## src/rtl/alu_display_seq.sv

```systemverilog
// alu_display_seq
//   Two-stage registered ALU with a time-multiplexed hex display.
//   Stage 1 captures operands and opcode on start; stage 2 registers the
//   result and N/Z/C/V flags and pulses valid. A refresh counter scans the
//   display one hex digit at a time.
//
// Ports
//   clk        single clock, rising edge
//   rst_n      synchronous active-low reset
//   a, b       operands (WIDTH bits)
//   sel        operation select (4 bits)
//   start      capture a/b/sel this cycle
//   disp_sel   display source: 0 result, 1 captured a, 2 captured b, 3 flags
//   result     registered ALU result
//   negative, zero, carryF, oVerflow   registered N/Z/C/V flags
//   valid      one-cycle pulse when result/flags update
//   segments   active-low {g,f,e,d,c,b,a} of the lit digit
//   anodes     active-low digit enables, one low at a time
module alu_display_seq #(
    parameter int WIDTH       = 8,
    parameter int REFRESH_DIV = 50000
) (
    input  logic                 clk,
    input  logic                 rst_n,
    input  logic [WIDTH-1:0]     a,
    input  logic [WIDTH-1:0]     b,
    input  logic [3:0]           sel,
    input  logic                 start,
    input  logic [1:0]           disp_sel,
    output logic [WIDTH-1:0]     result,
    output logic                 negative,
    output logic                 zero,
    output logic                 carryF,
    output logic                 oVerflow,
    output logic                 valid,
    output logic [6:0]           segments,
    output logic [WIDTH/4-1:0]   anodes
);

    localparam int DIGITS = WIDTH / 4;
    localparam int SW     = $clog2(WIDTH);
    localparam int CW     = $clog2(REFRESH_DIV);
    localparam int IW     = $clog2(DIGITS);
    localparam int MSB    = WIDTH - 1;

    logic [WIDTH-1:0] op_a, op_b;
    logic [3:0]       op_sel;
    logic             s1_valid;
    logic [CW-1:0]    refresh_cnt;
    logic [IW-1:0]    digit_idx;

    logic [WIDTH-1:0] alu_res;
    logic             alu_c, alu_v;
    logic [WIDTH:0]   sum;
    logic [WIDTH:0]   shl_ext;
    logic [WIDTH:0]   shr_ext;
    logic [SW-1:0]    amt;

    logic [WIDTH-1:0] disp_src;
    logic [3:0]       nibble;

    always_comb begin
        amt     = op_b[SW-1:0];
        // One guard bit beyond the operand: after the shift it holds the
        // last bit pushed out (and stays 0 for a zero shift amount).
        shl_ext = {1'b0, op_a} << amt;
        shr_ext = {op_a, 1'b0} >> amt;
        sum     = '0;
        alu_res = '0;
        alu_c   = 1'b0;
        alu_v   = 1'b0;
        case (op_sel)
            4'b0000: begin
                sum     = {1'b0, op_a} + {1'b0, op_b};
                alu_res = sum[WIDTH-1:0];
                alu_c   = sum[WIDTH];
                alu_v   = (op_a[MSB] == op_b[MSB]) && (alu_res[MSB] != op_a[MSB]);
            end
            4'b0001: begin
                sum     = {1'b0, op_a} + {1'b0, ~op_b} + (WIDTH+1)'(1);
                alu_res = sum[WIDTH-1:0];
                alu_c   = sum[WIDTH];
                alu_v   = (op_a[MSB] != op_b[MSB]) && (alu_res[MSB] != op_a[MSB]);
            end
            4'b0010: alu_res = op_a & op_b;
            4'b0011: alu_res = op_a | op_b;
            4'b0100: alu_res = op_a ^ op_b;
            4'b0101: alu_res = ~op_a;
            4'b0110: begin
                alu_res = shl_ext[WIDTH-1:0];
                alu_c   = shl_ext[WIDTH];
            end
            4'b0111: begin
                alu_res = shr_ext[WIDTH:1];
                alu_c   = shr_ext[0];
            end
            default: alu_res = '0;
        endcase
    end

    always_ff @(posedge clk) begin
        if (!rst_n) begin
            op_a        <= '0;
            op_b        <= '0;
            op_sel      <= '0;
            s1_valid    <= 1'b0;
            result      <= '0;
            negative    <= 1'b0;
            zero        <= 1'b0;
            carryF      <= 1'b0;
            oVerflow    <= 1'b0;
            valid       <= 1'b0;
            refresh_cnt <= '0;
            digit_idx   <= '0;
        end else begin
            s1_valid <= start;
            if (start) begin
                op_a   <= a;
                op_b   <= b;
                op_sel <= sel;
            end

            valid <= s1_valid;
            if (s1_valid) begin
                result   <= alu_res;
                negative <= alu_res[MSB];
                zero     <= (alu_res == '0);
                carryF   <= alu_c;
                oVerflow <= alu_v;
            end

            if (refresh_cnt == CW'(REFRESH_DIV - 1)) begin
                refresh_cnt <= '0;
                if (digit_idx == IW'(DIGITS - 1))
                    digit_idx <= '0;
                else
                    digit_idx <= digit_idx + IW'(1);
            end else begin
                refresh_cnt <= refresh_cnt + CW'(1);
            end
        end
    end

    always_comb begin
        case (disp_sel)
            2'd0:    disp_src = result;
            2'd1:    disp_src = op_a;
            2'd2:    disp_src = op_b;
            default: disp_src = {{(WIDTH-4){1'b0}}, negative, zero, carryF, oVerflow};
        endcase
        nibble = disp_src[{digit_idx, 2'b00} +: 4];
        case (nibble)
            4'h0:    segments = 7'h40;
            4'h1:    segments = 7'h79;
            4'h2:    segments = 7'h24;
            4'h3:    segments = 7'h30;
            4'h4:    segments = 7'h19;
            4'h5:    segments = 7'h12;
            4'h6:    segments = 7'h02;
            4'h7:    segments = 7'h78;
            4'h8:    segments = 7'h00;
            4'h9:    segments = 7'h10;
            4'hA:    segments = 7'h08;
            4'hB:    segments = 7'h03;
            4'hC:    segments = 7'h46;
            4'hD:    segments = 7'h21;
            4'hE:    segments = 7'h06;
            default: segments = 7'h0E;
        endcase
        anodes = ~(DIGITS'(1) << digit_idx);
    end

endmodule

```

## config.mk

```make
export PLATFORM = sky130hd
export DESIGN_NAME = alu_display_seq
export DESIGN_NICKNAME = d
export VERILOG_FILES = /design/src/rtl/alu_display_seq.sv
export SDC_FILE = /design/constraint.sdc
export NUM_CORES = 1
export LEC_CHECK = 0
export ABC_AREA = 1
export BUFFER_PORTS_ARGS = -buffer_cell sky130_fd_sc_hd__buf_2
export CAP_MARGIN = 10
export CORE_ASPECT_RATIO = 0.75
export CORE_MARGIN = 3
export CORE_UTILIZATION = 45
export CTS_BUF_LIST = sky130_fd_sc_hd__clkbuf_2 sky130_fd_sc_hd__clkbuf_4 sky130_fd_sc_hd__clkbuf_8
export CTS_CLUSTER_SIZE = 40
export DETAILED_ROUTE_END_ITERATION = 10
export GPL_TIMING_DRIVEN = 1
export PLACE_DENSITY = 0.63
export SYNTH_ARGS = -nofsm -noshare
export SYNTH_HDL_FRONTEND = slang
export SYNTH_SLANG_ARGS = --single-unit
```

## constraint.sdc

```tcl
create_clock -name clk -period 5 [get_ports clk]
set_input_delay 0.5 -clock clk [delete_from_list [all_inputs] [get_ports clk]]
set_output_delay 0.5 -clock clk [all_outputs]
set_load 0.1 [all_outputs]
```

==> flow_summary_export.csv <==
group,metric,value,unit
status,status,"completed",
synthesis,synth_seq_area_share,0.243,
finish,fin_util,0.517,
finish,layout-drive-gt1-share,0.107,
timing,period_share,0.679,
timing,rsz0062_at_grt,"false",
timing,worstMarginPinSlew,1.01,ns
timing,finalSetupTns,0,ns
detailed_routing,drtAntennaViolNets,0,
power_and_ir_drop,p_leak,2.16,nW
synthesis,synthCells,667,
power_and_ir_drop,power.total,0.00121,W
placement,place_hpwl,10300,um
setup_path,cp-end-kind,"output port",
global_route,grt_pass1_vias,3953,
clock_tree,cts_resized,0,
floorplan,io_pins,47,
timing,fmax,295,MHz
placement,gp_congestion,0.982,
synthesis,synthesis.area,4120,um2
timing,slew_violations,0,
clock_tree,cts-htree-levels,2,
finish,areaGrowthSynthToFinish,8.94,%
detailed_routing,routed_wirelength,13100,um
clock_tree,clkSinkCount,50,
detailed_routing,num_vias,4579,
setup_path,crit_arrival,2.90,ns
clock_tree,clockBufferDepth,2,
synthesis,ys_types,36,
flow_run,max-cap-violations,0,
power_and_ir_drop,powerDensity,270,nW/um2
detailed_routing,vias_per_cell,5.67,
clock_tree,clk_latency,0.32,ns
floorplan,rows,29,
timing,slew_headroom,0.327,
finish,fin_area,4480,um2
finish,fillers,878,
clock_tree,postCtsHoldBufs,0,
synthesis,ys_warn_count,0,
finish,area.sequential,1000,um2
floorplan,fp.coreArea,8670,um2
synthesis,syn_avg_cell_area,6.17,um2
timing,finalSetupViolations,0,
clock_tree,cts_setup_buffers,0,
finish,antenna_cells,0,
placement,portBuffers,46,
synthesis,synth_async_sr_flop_share,0,
power_and_ir_drop,irDropWorstVdd,0.188,mV
finish,layout.nets,757,
clock_tree,ctsRootBufferMaster,"clkbuf_8",
finish,stdcell_count,807,
clock_tree,cts_tree,"done",
synthesis,syn_nets,726,
placement,placed_cells,799,
placement,place_area,4370,um2
setup_path,crit_fanout,7,
global_route,grt_pass1_wl,20700,um
timing,min_period,3.40,ns
global_route,grt_max_degree,41,
timing,hold_viol,0,
floorplan,die_w,116,um
clock_tree,clk_pin_slew,0.10,ns
synthesis,yosys_register_bits,50,
clock_tree,cts_made_buffers,5,
setup_path,start_kind,"register",
global_route,grt_overflow,0,
setup_path,crit_type,"reg -> out",
global_route,gr-usage-all-layers,0.260,
detailed_routing,drt_pass1_iterations,8,
synthesis,ys_dominant_reg_cell,"dfxtp_1",
detailed_routing,drc,0,
floorplan,initial_core_util,0.475,
floorplan,dieArea,10300,um2
floorplan,die_y,88.8,um
finish,multi_input_area,2700,um2
global_route,antenna_found_initial,0,
detailed_routing,drt-wirelength-per-cell,16.3,um
synthesis,synth-edff-count,0,
worst_hold_path,hold_path.class,"in -> reg",
timing,skew,0.00745,ns
detailed_routing,drt_iter0_drc,601,
setup_path,critPathRequiredTime,4.50,ns
path summary, 6_finish.rpt:
kind,start,endpoint,slack [ns],cells after the start
worst min register to register,refresh_cnt[0]$_SDFF_PP0_,refresh_cnt[0]$_SDFF_PP0_,0.45,1
worst min-delay path,start,s1_valid$_SDFF_PN0_,0.41,3
worst max register to register,op_b[1]$_SDFFE_PN0P_,zero$_SDFFE_PN0P_,1.98,13
worst max-delay path,op_a[1]$_SDFFE_PN0P_,segments[3],1.60,10
layout by cell type, fill, tap and decap left out, drive strengths merged:
cell type	Yosys	layout
o22ai	3	3
nor4	2	2
nand3b	6	6
bufinv	0	1
o211ai	5	5
ha	32	32
xor2	2	2
o2111ai	4	4
or2	3	3
clkbuf	11	5
and2	1	1
o21a	2	2
fa	2	2
nor3b	1	1
nor2	53	53
dfxtp	50	50
nand3	91	91
a41oi	1	1
nor3	10	10
a31oi	5	5
clkinv	0	1
nand2	186	186
inv	79	80
o21ai	51	51
nand4	6	6
a21oi	50	50
buf	11	46
logic make-up after synthesis:
family	count (synthesis)	share of synthesized area
simple gates	359	0.385
compound gates	121	0.161
buf+inv	101	0.0997
flops	50	0.243
fa+ha+maj	34	0.107
xor+xnor	2	0.00426
cell usage after synthesis, types with 5 or more instances:
library cell / count / share of area
ha_1: 32 / 0.097
a31oi_1: 5 / 0.0076
o211ai_1: 5 / 0.0091
nand2_2: 6 / 0.0091
a21oi_1: 50 / 0.061
o21ai_0: 49 / 0.060
nand3_1: 91 / 0.11
inv_1: 75 / 0.068
nor2_1: 48 / 0.044
clkbuf_1: 11 / 0.010
dfxtp_1: 50 / 0.24
nor3_1: 9 / 0.011
nand3b_1: 6 / 0.011
nand4_1: 6 / 0.0091
buf_2: 7 / 0.0085
nand2_1: 178 / 0.16
per-stage QoR:
| step | hold slack, ns | worst slack, ns |
|---|---|---|
| finish | 0.407 | 1.60 |
| global placement | 0.430 | 2.00 |
| floorplan | 0.418 | 0.720 |
| CTS | 0.400 | 1.63 |
| global route | 0.439 | 1.35 |
| detailed placement | 0.443 | 1.96 |
power by group:
part	internal [W]	total, W	switching, W
registers	0.000418	0.000457	0.0000388
logic	0.000107	0.000445	0.000337
clock network	0.000152	0.000308	0.000156
worst max-delay path, cell delays in order, from the launching register on:
cell and delay (ns):
dfxtp_1 0.63, inv_1 0.27, o2111ai_1 0.24, o211ai_1 0.10, nand2_1 0.19, inv_1 0.10
ha_1 0.29, a21oi_1 0.17, o21ai_0 0.11, nand2_1 0.06, buf_2 0.41
sequential cells by signal, indices dropped and copies added (netlist names):
name and flops:
valid 1, zero 1, s1_valid 1, carryF 1
oVerflow 1, result 8, refresh_cnt 16, op_a 8
op_sel 4, op_b 8, digit_idx 1
layout make-up:
class                      count  area share
sequential                    50       0.223
clock inverter                 3      0.0106
timing repair buffer          46      0.0514
tap                          108      0.0301
multi-input combinational    516       0.603
clock buffer                   5      0.0154
inverter                      79      0.0661
routing by layer:
layer | GRT usage | part of all wire | vias to the layer above
met5 | 0 | 0 | -
met4 | 0.0664 | 0.015 | 0
met3 | 0.0478 | 0.11 | 20
met2 | 0.341 | 0.38 | 248
met1 | 0.423 | 0.49 | 2051
li1 | - | - | 2260
(Power assumes the default switching activity.)
